--- src/rtl/imem_pkg.sv ---
// Shared types and constants for the instruction fetch sequencer.
// Holds the fetch FSM state enum, the MIPS break encoding and the instruction size.
package imem_pkg;

    typedef enum logic [1:0] {
        ST_IDLE  = 2'd0,
        ST_FETCH = 2'd1,
        ST_HALT  = 2'd2,
        ST_FAULT = 2'd3
    } fetch_state_t;

    localparam logic [31:0] HALT_WORD   = 32'h0000_000D;
    localparam int          INSTR_BYTES = 4;

    function automatic logic pc_misaligned(input logic [31:0] pc);
        return (pc[1:0] != 2'b00);
    endfunction

endpackage

--- src/rtl/imem_fetch_perf.sv ---
// Fetch performance counters: instructions fetched and stalled FETCH cycles.
// Only instantiated when IMEM_FETCH_PERF_EN is defined.
module imem_fetch_perf
    import imem_pkg::*;
(
    input  logic        i_clk,
    input  logic        i_rst_n,
    input  logic        i_clear,
    input  logic        i_fetch_inc,
    input  logic        i_stall_inc,
    output logic [31:0] o_fetch_count,
    output logic [31:0] o_stall_count
);

    logic [31:0] r_fetch_count;
    logic [31:0] r_stall_count;

    // Both counters wrap naturally at 2^32; clear takes priority over counting.
    always_ff @(posedge i_clk or negedge i_rst_n) begin
        if (!i_rst_n) begin
            r_fetch_count <= '0;
            r_stall_count <= '0;
        end else if (i_clear) begin
            r_fetch_count <= '0;
            r_stall_count <= '0;
        end else begin
            if (i_fetch_inc) r_fetch_count <= r_fetch_count + 32'd1;
            if (i_stall_inc) r_stall_count <= r_stall_count + 32'd1;
        end
    end

    assign o_fetch_count = r_fetch_count;
    assign o_stall_count = r_stall_count;

endmodule

--- src/rtl/imem_fetch_ctrl.sv ---
// Fetch sequencer: owns the PC, drives the instruction memory address and registers
// the returned word. Optional performance counters are enabled by IMEM_FETCH_PERF_EN.
module imem_fetch_ctrl
    import imem_pkg::*;
#(
    parameter logic [31:0] RESET_PC   = 32'h0000_0000,
    parameter int          IMEM_WORDS = 256
) (
    input  logic        i_clk,
    input  logic        i_rst_n,
    input  logic        i_start,
    input  logic        i_stall,
    input  logic        i_redirect_valid,
    input  logic [31:0] i_redirect_pc,
    output logic [31:0] o_imem_addr,
    input  logic [31:0] i_imem_rdata,
    output logic [31:0] o_instr,
    output logic [31:0] o_instr_pc,
    output logic        o_instr_valid,
    output logic        o_busy,
    output logic        o_halted,
    output logic        o_fault,
    output logic [31:0] o_fault_pc,
    output logic [31:0] o_fetch_count,
    output logic [31:0] o_stall_count
);

    localparam logic [31:0] IMEM_BYTES = 32'(IMEM_WORDS * INSTR_BYTES);

    fetch_state_t r_state;
    fetch_state_t w_state_next;

    logic [31:0] r_pc;
    logic [31:0] r_instr;
    logic [31:0] r_instr_pc;
    logic        r_instr_valid;
    logic [31:0] r_fault_pc;

    logic w_in_fetch;
    logic w_pc_bad;
    logic w_start_accept;
    logic w_fetch_fire;

    assign w_in_fetch     = (r_state == ST_FETCH);
    assign w_pc_bad       = pc_misaligned(r_pc) || (r_pc >= IMEM_BYTES);
    assign w_start_accept = i_start && !w_in_fetch;
    assign w_fetch_fire   = w_in_fetch && !i_redirect_valid && !w_pc_bad && !i_stall;

    always_ff @(posedge i_clk or negedge i_rst_n) begin
        if (!i_rst_n) r_state <= ST_IDLE;
        else          r_state <= w_state_next;
    end

    // Priority inside FETCH: redirect, then fault check, then stall, then fetch.
    always_comb begin
        w_state_next = r_state;
        case (r_state)
            ST_FETCH: begin
                if (i_redirect_valid)               w_state_next = ST_FETCH;
                else if (w_pc_bad)                  w_state_next = ST_FAULT;
                else if (i_stall)                   w_state_next = ST_FETCH;
                else if (i_imem_rdata == HALT_WORD) w_state_next = ST_HALT;
                else                                w_state_next = ST_FETCH;
            end
            default: begin
                if (i_start) w_state_next = ST_FETCH;
            end
        endcase
    end

    always_comb begin
        o_busy   = (r_state == ST_FETCH);
        o_halted = (r_state == ST_HALT);
        o_fault  = (r_state == ST_FAULT);
    end

    always_ff @(posedge i_clk or negedge i_rst_n) begin
        if (!i_rst_n) begin
            r_pc          <= RESET_PC;
            r_instr       <= '0;
            r_instr_pc    <= '0;
            r_instr_valid <= 1'b0;
            r_fault_pc    <= '0;
        end else if (w_in_fetch) begin
            if (i_redirect_valid) begin
                r_pc          <= i_redirect_pc;
                r_instr_valid <= 1'b0;
            end else if (w_pc_bad) begin
                r_fault_pc    <= r_pc;
                r_instr_valid <= 1'b0;
            end else if (!i_stall) begin
                r_instr       <= i_imem_rdata;
                r_instr_pc    <= r_pc;
                r_instr_valid <= 1'b1;
                r_pc          <= r_pc + 32'(INSTR_BYTES);
            end
        end else begin
            // Outside FETCH the last word (e.g. the break) is retired after one cycle.
            r_instr_valid <= 1'b0;
            if (w_start_accept) r_pc <= RESET_PC;
        end
    end

    assign o_imem_addr   = r_pc;
    assign o_instr       = r_instr;
    assign o_instr_pc    = r_instr_pc;
    assign o_instr_valid = r_instr_valid;
    assign o_fault_pc    = r_fault_pc;

`ifdef IMEM_FETCH_PERF_EN
    logic w_stall_fire;
    assign w_stall_fire = w_in_fetch && i_stall && !i_redirect_valid;

    imem_fetch_perf u_perf (
        .i_clk         (i_clk),
        .i_rst_n       (i_rst_n),
        .i_clear       (w_start_accept),
        .i_fetch_inc   (w_fetch_fire),
        .i_stall_inc   (w_stall_fire),
        .o_fetch_count (o_fetch_count),
        .o_stall_count (o_stall_count)
    );
`else
    logic w_perf_unused;
    assign w_perf_unused = w_fetch_fire;
    assign o_fetch_count = 32'd0;
    assign o_stall_count = 32'd0;
`endif

endmodule

--- config.mk ---
export PLATFORM = sky130hd
export DESIGN_NAME = imem_fetch_ctrl
export DESIGN_NICKNAME = d
export VERILOG_FILES = /design/src/rtl/imem_pkg.sv /design/src/rtl/imem_fetch_perf.sv /design/src/rtl/imem_fetch_ctrl.sv
export SDC_FILE = /design/constraint.sdc
export NUM_CORES = 1
export LEC_CHECK = 0
export CAP_MARGIN = 20
export CORE_ASPECT_RATIO = 0.5
export CORE_MARGIN = 3
export CORE_UTILIZATION = 40
export DETAILED_ROUTE_END_ITERATION = 8
export PLACE_DENSITY = 0.75
export SKIP_CTS_REPAIR_TIMING = 1
export SLEW_MARGIN = 10
export SYNTH_ARGS = -nofsm -noshare
export SYNTH_HDL_FRONTEND = slang
export SYNTH_SLANG_ARGS = --single-unit
--- constraint.sdc ---
create_clock -name i_clk -period 6.8 [get_ports i_clk]
set_clock_uncertainty 0.2 [all_clocks]
set_input_delay 2.04 -clock i_clk [delete_from_list [all_inputs] [get_ports i_clk]]
set_output_delay 2.04 -clock i_clk [all_outputs]
set_load 0.02 [all_outputs]
# Word-level counts from Yosys, hierarchy flattened
# Index checks and enable logic that the tools add are counted.
[word_totals] ff_bits=131 wordCells=42
[classes] addsub=1 n_lt_le_gt_ge=1 n_eq_ne=7 n_mux=15 bitwise_logic=3 reduce_logical=9
[ops] operator="32-bit 2-to-1 mux" n=5
[ops] operator="32-bit by 3-bit adder with 32-bit output (second input constant)" n=1
[ops] operator="32-bit by 4-bit == test with 1-bit output (second input constant)" n=1
[ops] operator="32-bit by 11-bit greater-or-equal comparator with 1-bit output (second input constant)" n=1
[ops] operator="2-bit 2-to-1 mux" n=6
[ops] operator="3-bit inequality test (second input constant)" n=2
[ops] operator="3-bit AND reduction" n=2
[ops] operator="2-bit nonzero test" n=3
[ops] operator="2-bit == test (second input constant)" n=2
[ops] operator="1-bit 2-to-1 mux" n=4
[ops] operator="4-bit by 3-bit inequality test with 1-bit output (second input constant)" n=1
[ops] operator="4-bit AND reduction" n=1
[ops] operator="1-bit inverter" n=3
[ops] operator="2-bit by 1-bit == test with 1-bit output (second input constant)" n=1
[ops] operator="1-bit logical AND" n=1
[ops] operator="1-bit logical NOT" n=1
[ops] operator="1-bit logical OR" n=1

# Longest topological paths before layout
# Gate-level depths: netlist (run 1).
[depth] depth_word=6 mapped_depth=8

# Worst setup path after synthesis (run 1)
# Ideal clock, no wire load.
[synth_timing] path_kind="input to register" start="in i_redirect_valid" end="reg r_instr[10], in the netlist o_instr[10]" setup_ns=0.127 arrival_ns=3.198 slack_ns=3.275 stages=5 cell_sequence="nand2b_1 nor4_2 buf_4 buf_6 mux2_1"
[synth_via] elab_chain_cells=2
[synth_rtl] item="from (decl)" line_no="imem_fetch_ctrl.sv:13" source="input logic i_redirect_valid,"
[synth_rtl] item="1-bit inverter (no source line)"
[synth_rtl] item="4-bit AND reduction (no source line)"
[synth_rtl] item="to (signal assigned)" line_no="imem_fetch_ctrl.sv:92" source="r_instr <= i_imem_rdata;"
[synth_rtl] item="to (decl)" line_no="imem_fetch_ctrl.sv:34" source="logic [31:0] r_instr;"
# Every way passes these cells.
# A chain may end at the register's enable or synchronous reset.

# Worst setup path in the final report (run 1)
[layout_timing] start="in i_redirect_valid" end="reg r_pc[8], in the netlist o_imem_addr[8]"
[layout_via] elab_chain_cells=2
[layout_rtl] item="3-bit inequality test (no source line) or 32-bit 2-to-1 mux (tied branches)"
[layout_rtl] item="3-bit AND reduction (no source line) or 32-bit 2-to-1 mux (tied branches)"
[layout_rtl] item="to (signal assigned)" line_no="imem_fetch_ctrl.sv:86" source="r_pc <= i_redirect_pc;"
[layout_rtl] item="to (signal assigned)" line_no="imem_fetch_ctrl.sv:95" source="r_pc <= r_pc + 32'(INSTR_BYTES);"
[layout_rtl] item="to (decl)" line_no="imem_fetch_ctrl.sv:33" source="logic [31:0] r_pc;"
# Parallel ways exist; a longest one is shown, timed or not.

==> impl_metrics.toml, run 1 <==
[worst_setup_path]
r2r_end = "o_imem_addr[4]$_DFFE_PN0P_"
reg2reg_depth = 5
rrSetupSlack_ps = 3870
worstSetupStartpointType = "input port"
critPathLaunch = "i_redirect_valid"
timing.rr.start = "o_imem_addr[24]$_DFFE_PN0P_"
path_class = "in2reg"
worstSetupEndpoint = "o_imem_addr[8]$_DFFE_PN0P_"
crit_fanout = 40
critical_path_required_ps = 6830
crit_arrival_ps = 4620
cp-end-kind = "flip-flop"

[sta]
tightest_slew_ps = 1120
final-setup-viol-count = 0
rsz0062_at_grt = "false"
drv_slew = 0
finalHoldViolations = 0
period_needed_ps = 4590
period_share_pct = 67.5
timing.fmax_mhz = 218
relSlewSlack_pct = 25.1
worst_slack_ps = 2210
finalSetupTns_ps = 0

[global_route]
grt_pass1_wl_mm = 25.0
grt_pass1_vias = 4374
overflow = 0
antenna_found_initial = 0
grt_usage_pct = 19.5
grt_max_degree = 100

[layout]
syn2layout_area_growth_pct = 43.7
regArea_um2 = 3280
final_nets = 769
fillCellCount = 1096
diodes = 0
design_area_um2 = 8520
multi_input_area_um2 = 2280
final_layout_size_suffix_gt1_share_pct = 14.1

[floorplan]
dieArea_um2 = 16400
rows = 30
start_util_pct = 42.3
ios = 265
core_area_um2 = 14000
die_h_um = 92.1
die_x_um = 178

[status]
status = "completed"

[synthesis]
synth_edf_count = 0
synth_seq_area_share_pct = 55.3
synth_top_area_share_pct = 55.3
yosysWarningCount = 0
synthFlopType = "dfrtp_1"
synth.avg_cell_area_um2 = 12.0
yosys.area.top_type = "dfrtp_1"
ys_seq_elements = 131
async_flop_share_pct = 100
synth_area_um2 = 5930
ys_types = 51
synth_area_leaders = "dfrtp_1, mux2_2, buf_4"
syn-instance-count = 496
synth_common_cells = "dfrtp_1, buf_4, mux2_2"
yosysMostFrequentCell = "dfrtp_1"

[detailed_routing]
drc = 0
vias = 4440
routed_wl_mm = 15.9
drtIter0Drc = 239
vias_per_cell = 4.92
ant_nets = 0
wl_per_cell_um = 17.7
dr.pass1.iters = 4

[cts]
clock-sinks = 131
tritoncts = "built"
h-tree-depth = 4
clk_pin_slew_ps = 60
cts_made_buffers = 17
clk_latency_ps = 410
cts_max_path_buffers = 2
root_buffer = "clkbuf_16"

[placed_design]
pre_cts_slack_ps = 1800
gp_congestion = 0.848
hpwl_mm = 11.3
dpl_cell_area_um2 = 7860
portBuffers = 200

[pwr]
p_switching_w = 0.000785
pwr-share-comb_pct = 24.9
sequentialPowerShare_pct = 37.3
leakage_nw = 3.85
internal-power_w = 0.00191
clkPwrFrac_pct = 37.9
peakVddDrop_mv = 0.162
power_density_nw_per_um2 = 316
power.share.switching_pct = 29.2

[hold_path]
hold_class = "reg2reg"

[run]
maxCapViolCount = 0
## critical path, cell delays in order
cell             delay (ps)
clkdlybuf4s50_1         390
buf_4                   250
and3b_1                 370
a21oi_2                 810
o41ai_2                 450
a21oi_1                 230
a21oi_1                  60
## cell usage in the layout, fill, tap and decap left out, types with 4 or more instances in the layout
master and n:
clkbuf_8 4, clkbuf_16 17, buf_4 4, nand2b_1 6, a22o_1 9, mux2_2 59
dfrtp_1 131, inv_1 6, nand2_1 30, o21ai_0 19, nor2b_1 26, a22oi_1 9
conb_1 64, nor2_1 11, a21oi_1 10, nand4_1 7, nor4_1 16, clkdlybuf4s50_1 199
nand3_1 7, bufinv_16 5, mux2_1 14, nor3_1 10
## worst min path at each step
stage | depth (start not counted) | startpoint | end
6_report | 1 | o_instr[10]$_DFFE_PN0P_ | o_instr[10]$_DFFE_PN0P_
5_1_grt | 1 | o_instr[10]$_DFFE_PN0P_ | o_instr[10]$_DFFE_PN0P_
4_1_cts | 1 | o_instr[10]$_DFFE_PN0P_ | o_instr[10]$_DFFE_PN0P_
3_5_place_dp | 1 | o_instr[10]$_DFFE_PN0P_ | o_instr[10]$_DFFE_PN0P_
3_3_place_gp | 1 | o_instr[20]$_DFFE_PN0P_ | o_instr[20]$_DFFE_PN0P_
2_1_floorplan | 2 | r_state[1]$_DFFE_PN0P_ | r_state[1]$_DFFE_PN0P_
## cells by family after synthesis
kind of cell / count (synthesis) / share of synthesized area, %
compound gates: 67 / 7.60
xor+xnor: 1 / 0.148
fa+ha+maj: 2 / 0.422
buf+inv: 91 / 10.5
flops: 131 / 55.3
mux: 74 / 14.0
other cells: 1 / 0.0633
simple gates: 129 / 12.0
## power groups by stage
| stage | registers, W | logic, W | clock network [W] |
|---|---|---|---|
| 6_report | 0.00100 | 0.000669 | 0.00102 |
| 3_5_place_dp | 0.00101 | 0.000672 | 0 |
| 5_1_grt | 0.00102 | 0.000713 | 0.00108 |
| 2_1_floorplan | 0.00112 | 0.000230 | 0 |
| 4_1_cts | 0.00100 | 0.000676 | 0.00104 |
| 3_3_place_gp | 0.00101 | 0.000664 | 0 |
## per-stage QoR
stage          util (%)  power, W  hold WS (ps)  instances
2_1_floorplan         -   0.00135           304        559
3_3_place_gp       56.1   0.00168           268        871
3_5_place_dp       56.1   0.00169           274        871
4_1_cts            60.8   0.00272           287        903
5_1_grt            60.8   0.00281           297        903
6_report           60.8   0.00269           279        903
## state kept, by name (all words and copies together) (netlist names)
register and flops:
o_fault_pc 32, o_imem_addr 32, o_instr 32, o_instr_pc 32, o_instr_valid 1, r_state 2
## per-layer routing
layer  vias up  share of wire [%]  GRT usage [%]  wire [um]
met5         -                  0              0          0
met4         0                1.4           6.01        216
met3        17                6.1           4.30        978
met2       193                 49           32.9       7890
met1      2181                 43           25.2       6860
li1       2049                  -              -          -
## cell type report
| cell class | instances | area share (%) |
|---|---|---|
| Sequential cell | 131 | 38.5 |
| Multi-Input combinational cell | 337 | 26.7 |
| Timing Repair Buffer | 204 | 23.9 |
| Clock buffer | 23 | 5.73 |
| Tap cell | 192 | 2.82 |
| Clock inverter | 9 | 2.04 |
| Inverter | 7 | 0.308 |
Note: power is estimated with default switching activity, not from simulation.
==> inputs of run 2 (changes only) <==
--- a/config.mk
+++ b/config.mk
@@ -8,7 +8,7 @@
 export CAP_MARGIN = 20
 export CORE_ASPECT_RATIO = 0.5
 export CORE_MARGIN = 3
-export CORE_UTILIZATION = 40
+export CORE_UTILIZATION = 38
 export DETAILED_ROUTE_END_ITERATION = 8
 export PLACE_DENSITY = 0.75
 export SKIP_CTS_REPAIR_TIMING = 1
==> constraint.sdc (replaced) <==
create_clock -name i_clk -period 4 [get_ports i_clk]
set_clock_uncertainty 0.2 [all_clocks]
set_input_delay 1.2 -clock i_clk [delete_from_list [all_inputs] [get_ports i_clk]]
set_output_delay 1.2 -clock i_clk [all_outputs]
set_load 0.02 [all_outputs]
==> impl_metrics.toml, run 2 (synthesized netlist as in run 1, its figures left out) <==
[layout]
final_common_cell = "clkdlybuf4s50_1"
syn2layout_area_growth_pct = 43.4
fillCellCount = 1200
final_nets = 773
final_cell_mix = "clkdlybuf4s50_1, dfrtp_1, conb_1, mux2_2, nand2_1"
diodes = 0
layout.cells.non_filler = 911
final_layout_size_suffix_gt1_share_pct = 14.0

[sta]
period_share_pct = 82.4
period_needed_ps = 3300
drv_slew = 0
tightest_slew_ps = 707
rsz0062_at_grt = "false"
relSlewSlack_pct = 52.4
finalSetupTns_ps = 0
timing.fmax_mhz = 303
final-setup-viol-count = 0
finalHoldViolations = 0

[floorplan]
dieArea_um2 = 17200
die_h_um = 94.3
core_area_um2 = 14900
ios = 265
die_x_um = 183
rows = 31
start_util_pct = 39.9

[worst_setup_path]
crit_arrival_ps = 1900
reg2reg_depth = 6
cp-end-kind = "output port"
r2r_end = "o_fault_pc[6]$_DFFE_PN0P_"
worstSetupStartpointType = "flip-flop"
timing.rr.start = "o_imem_addr[11]$_DFFE_PN0P_"
worstSetupEndpoint = "o_busy"
critPathLaunch = "r_state[1]$_DFFE_PN0P_"
path_class = "reg2out"
rrSetupSlack_ps = 1110
critical_path_required_ps = 2600
crit_fanout = 10

[global_route]
grt_max_degree = 76
grt_pass1_vias = 4504
antenna_found_initial = 0
gr-usage-met2_pct = 32.0
grt_pass1_wl_mm = 25.1
use_met1_pct = 23.8
grt_usage_pct = 18.6
grt_use_met3_pct = 4.25
grt-busiest-layer = "met2"
overflow = 0

[detailed_routing]
dr.pass1.iters = 4
ant_nets = 0
drc = 0
vias_per_cell = 4.95
wl_per_cell_um = 17.7
vias = 4514
drtIter0Drc = 242
routed_wl_mm = 16.2

[cts]
cts_max_path_buffers = 2
root_buffer = "clkbuf_16"
clk_pin_slew_ps = 50
cts_made_buffers = 17
h-tree-depth = 4
tritoncts = "built"
clk_latency_ps = 410
clock-sinks = 131

[placed_design]
portBuffers = 200
hpwl_mm = 11.7
gp_congestion = 0.868
dp.cells = 881

[hold_path]
min_from = "o_instr[17]$_DFFE_PN0P_"
hold_class = "reg2reg"

[pwr]
leakage_nw = 3.83
power_density_nw_per_um2 = 514
peakVddDrop_mv = 0.304

[status]
status = "completed"

[run]
maxCapViolCount = 0
[run 2: final cells by class]
| type | instances | area [um^2] | share of cell area, % |
|---|---|---|---|
| clock buffer | 25 | 495 | 5.83 |
| clock inverter | 5 | 75.1 | 0.883 |
| inverter | 7 | 26.3 | 0.309 |
| multi-input combinational | 337 | 2280 | 26.8 |
| sequential | 131 | 3280 | 38.6 |
| tap | 198 | 248 | 2.91 |
| timing repair buffer | 208 | 2100 | 24.7 |
[run 2: how the worst min path moves through the flow]
stage / endpoint / slack [ps] / depth (start not counted)
after global placement: o_instr[10]$_DFFE_PN0P_ / 270 / 1
after detailed placement: o_instr[18]$_DFFE_PN0P_ / 280 / 1
after CTS: o_instr[17]$_DFFE_PN0P_ / 290 / 1
after global routing: o_instr[13]$_DFFE_PN0P_ / 310 / 1
final: o_instr[17]$_DFFE_PN0P_ / 280 / 1
after floorplan: r_state[1]$_DFFE_PN0P_ / 300 / 2
[run 2: metal layers]
metal | wire length (um) | share of wire [%]
met1 | 6800 | 42
met2 | 8160 | 51
met3 | 1060 | 6.6
met4 | 138 | 0.85
met5 | 0 | 0
[run 2: power breakdown]
| part | internal, W | total (W) | leakage [nW] | switching [W] |
|---|---|---|---|---|
| logic | 0.000563 | 0.00116 | 1.79 | 0.000598 |
| clock network | 0.000974 | 0.00151 | 0.283 | 0.000534 |
| registers | 0.00152 | 0.00170 | 1.76 | 0.000184 |
| total | 0.00305 | 0.00437 | 3.83 | 0.00132 |
[run 2: worst max-delay path, cell delays in order (launching register included)]
cell and delay, ps:
dfrtp_1 380, nand2b_1 190, clkinv_1 290, clkdlybuf4s50_1 640
[run 2: metrics by stage]
stage	cell area (um^2)	total power (W)	hold WS (ps)	util (%)	setup slack [ps]
after global routing	8500	0.00456	306	57.2	605
after CTS	8500	0.00441	289	57.2	695
final	8500	0.00437	284	57.2	702
after global placement	7930	0.00286	269	53.4	701
after floorplan	6160	0.00230	304	-	1310
after detailed placement	7930	0.00288	276	53.4	650
==> inputs of run 3 (changes only) <==
--- a/config.mk
+++ b/config.mk
@@ -8,7 +8,7 @@
 export CAP_MARGIN = 20
 export CORE_ASPECT_RATIO = 0.5
 export CORE_MARGIN = 3
-export CORE_UTILIZATION = 38
+export CORE_UTILIZATION = 40
 export DETAILED_ROUTE_END_ITERATION = 8
 export PLACE_DENSITY = 0.75
 export SKIP_CTS_REPAIR_TIMING = 1
==> constraint.sdc (replaced) <==
create_clock -name i_clk -period 3.5 [get_ports i_clk]
set_clock_uncertainty 0.2 [all_clocks]
set_input_delay 1.05 -clock i_clk [delete_from_list [all_inputs] [get_ports i_clk]]
set_output_delay 1.05 -clock i_clk [all_outputs]
set_load 0.02 [all_outputs]
==> impl_metrics.toml, run 3 (synthesized netlist as in run 1, its figures left out) <==
[worst_setup_path]
path_class = "reg2out"
reg2reg_depth = 6
crit_arrival_ps = 1950
timing.rr.start = "o_imem_addr[11]$_DFFE_PN0P_"
r2r_end = "o_fault_pc[4]$_DFFE_PN0P_"
crit_slowest_cell = "clkdlybuf4s50_1"
worstSetupStartpointType = "flip-flop"
cpPeakStageDelay_ps = 650
cp_num_cells = 3
critical_path_required_ps = 2250
crit_buf_inv = 2
cp-end-kind = "output port"
rrSetupSlack_ps = 850
critPathTopFamily = "buffers and inverters"
crit_fanout = 10
crit_chain = "nand2b_1, clkinv_1, clkdlybuf4s50_1"

[sta]
finalSetupTns_ps = 0
worst_slack_ps = 295
drv_slew = 0
period_needed_ps = 3200
whs_ps = 288
finalHoldViolations = 0
timing.fmax_mhz = 312
relSlewSlack_pct = 56.4
tightest_slew_ps = 654
final-setup-viol-count = 0
rsz0062_at_grt = "false"
period_share_pct = 91.6

[global_route]
grt_max_degree = 69
grt_pass1_wl_mm = 26.0
antenna_found_initial = 0
grt_pass1_vias = 4654
overflow = 0
grt_usage_pct = 20.1

[layout]
syn2layout_area_growth_pct = 43.8
diodes = 0
final_cell_mix = "clkdlybuf4s50_1, dfrtp_1, conb_1, mux2_2, nand2_1"
final_nets = 775
final_common_cell = "clkdlybuf4s50_1"
final_layout_size_suffix_gt1_share_pct = 14.5
fillCellCount = 1117

[floorplan]
start_util_pct = 42.3
core_area_um2 = 14000
die_x_um = 178
dieArea_um2 = 16400
rows = 30
ios = 265
die_h_um = 92.1

[detailed_routing]
dr.pass1.iters = 5
drc = 0
drtIter0Drc = 286
vias_per_cell = 5.01
wl_per_cell_um = 17.8
routed_wl_mm = 16.2
vias = 4547
ant_nets = 0

[hold_path]
holdPathEnd = "o_instr[21]$_DFFE_PN0P_"
hold_class = "reg2reg"
min_from = "o_instr[21]$_DFFE_PN0P_"
whs_path_depth = 1

[placed_design]
portBuffers = 200
gp_congestion = 0.838
pre_cts_slack_ps = 283
hpwl_mm = 11.6

[pwr]
leakage_nw = 3.85
power_density_nw_per_um2 = 586
peakVddDrop_mv = 0.364

[cts]
root_buffer = "clkbuf_16"
clock-sinks = 131
tritoncts = "built"
cts_max_path_buffers = 2
clk_latency_ps = 400
h-tree-depth = 4
clk_pin_slew_ps = 50
cts_made_buffers = 17

[run]
maxCapViolCount = 0

[status]
status = "completed"
-- run 3: worst max path at each step --
stage / slack [ps] / start / to
floorplan: 960 / i_redirect_valid / o_instr[10]$_DFFE_PN0P_
global placement: 330 / i_redirect_valid / o_instr[29]$_DFFE_PN0P_
detailed placement: 280 / i_redirect_valid / o_instr[9]$_DFFE_PN0P_
CTS: 300 / r_state[1]$_DFFE_PN0P_ / o_busy
global route: 210 / r_state[1]$_DFFE_PN0P_ / o_busy
finish: 300 / r_state[1]$_DFFE_PN0P_ / o_busy
-- run 3: layout make-up --
type	count	area (um^2)	share of cell area, %
flip-flops and latches	131	3280	38.5
multi-input cells	337	2280	26.7
repair buffers	210	2130	25.0
clock buffers	26	529	6.21
well taps	192	240	2.82
clock inverters	4	45.0	0.528
inverters	7	26.3	0.308
-- run 3: where the power goes --
part           total, W  switching [W]  internal [W]
sequential      0.00194       0.000211       0.00173
clock           0.00172       0.000619       0.00110
combinational   0.00133       0.000682      0.000647
-- run 3: per-stage QoR --
step                      total power [W]  instance area (um^2)  cells  utilization (%)
final                             0.00499                  8530    907             60.9
after detailed placement          0.00330                  7950    877             56.8
after global routing              0.00522                  8530    907             60.9
after floorplan                   0.00263                  6160    559                -
after global placement            0.00327                  7950    877             56.8
after CTS                         0.00504                  8530    907             60.9
-- run 3: layer usage --
metal / vias up / GRT usage (%) / wire (um)
li1: 2049 / - / -
met3: 32 / 4.09 / 1110
met5: - / 0 / 0
met2: 226 / 33.0 / 7850
met1: 2240 / 26.2 / 6790
met4: 0 / 7.96 / 429
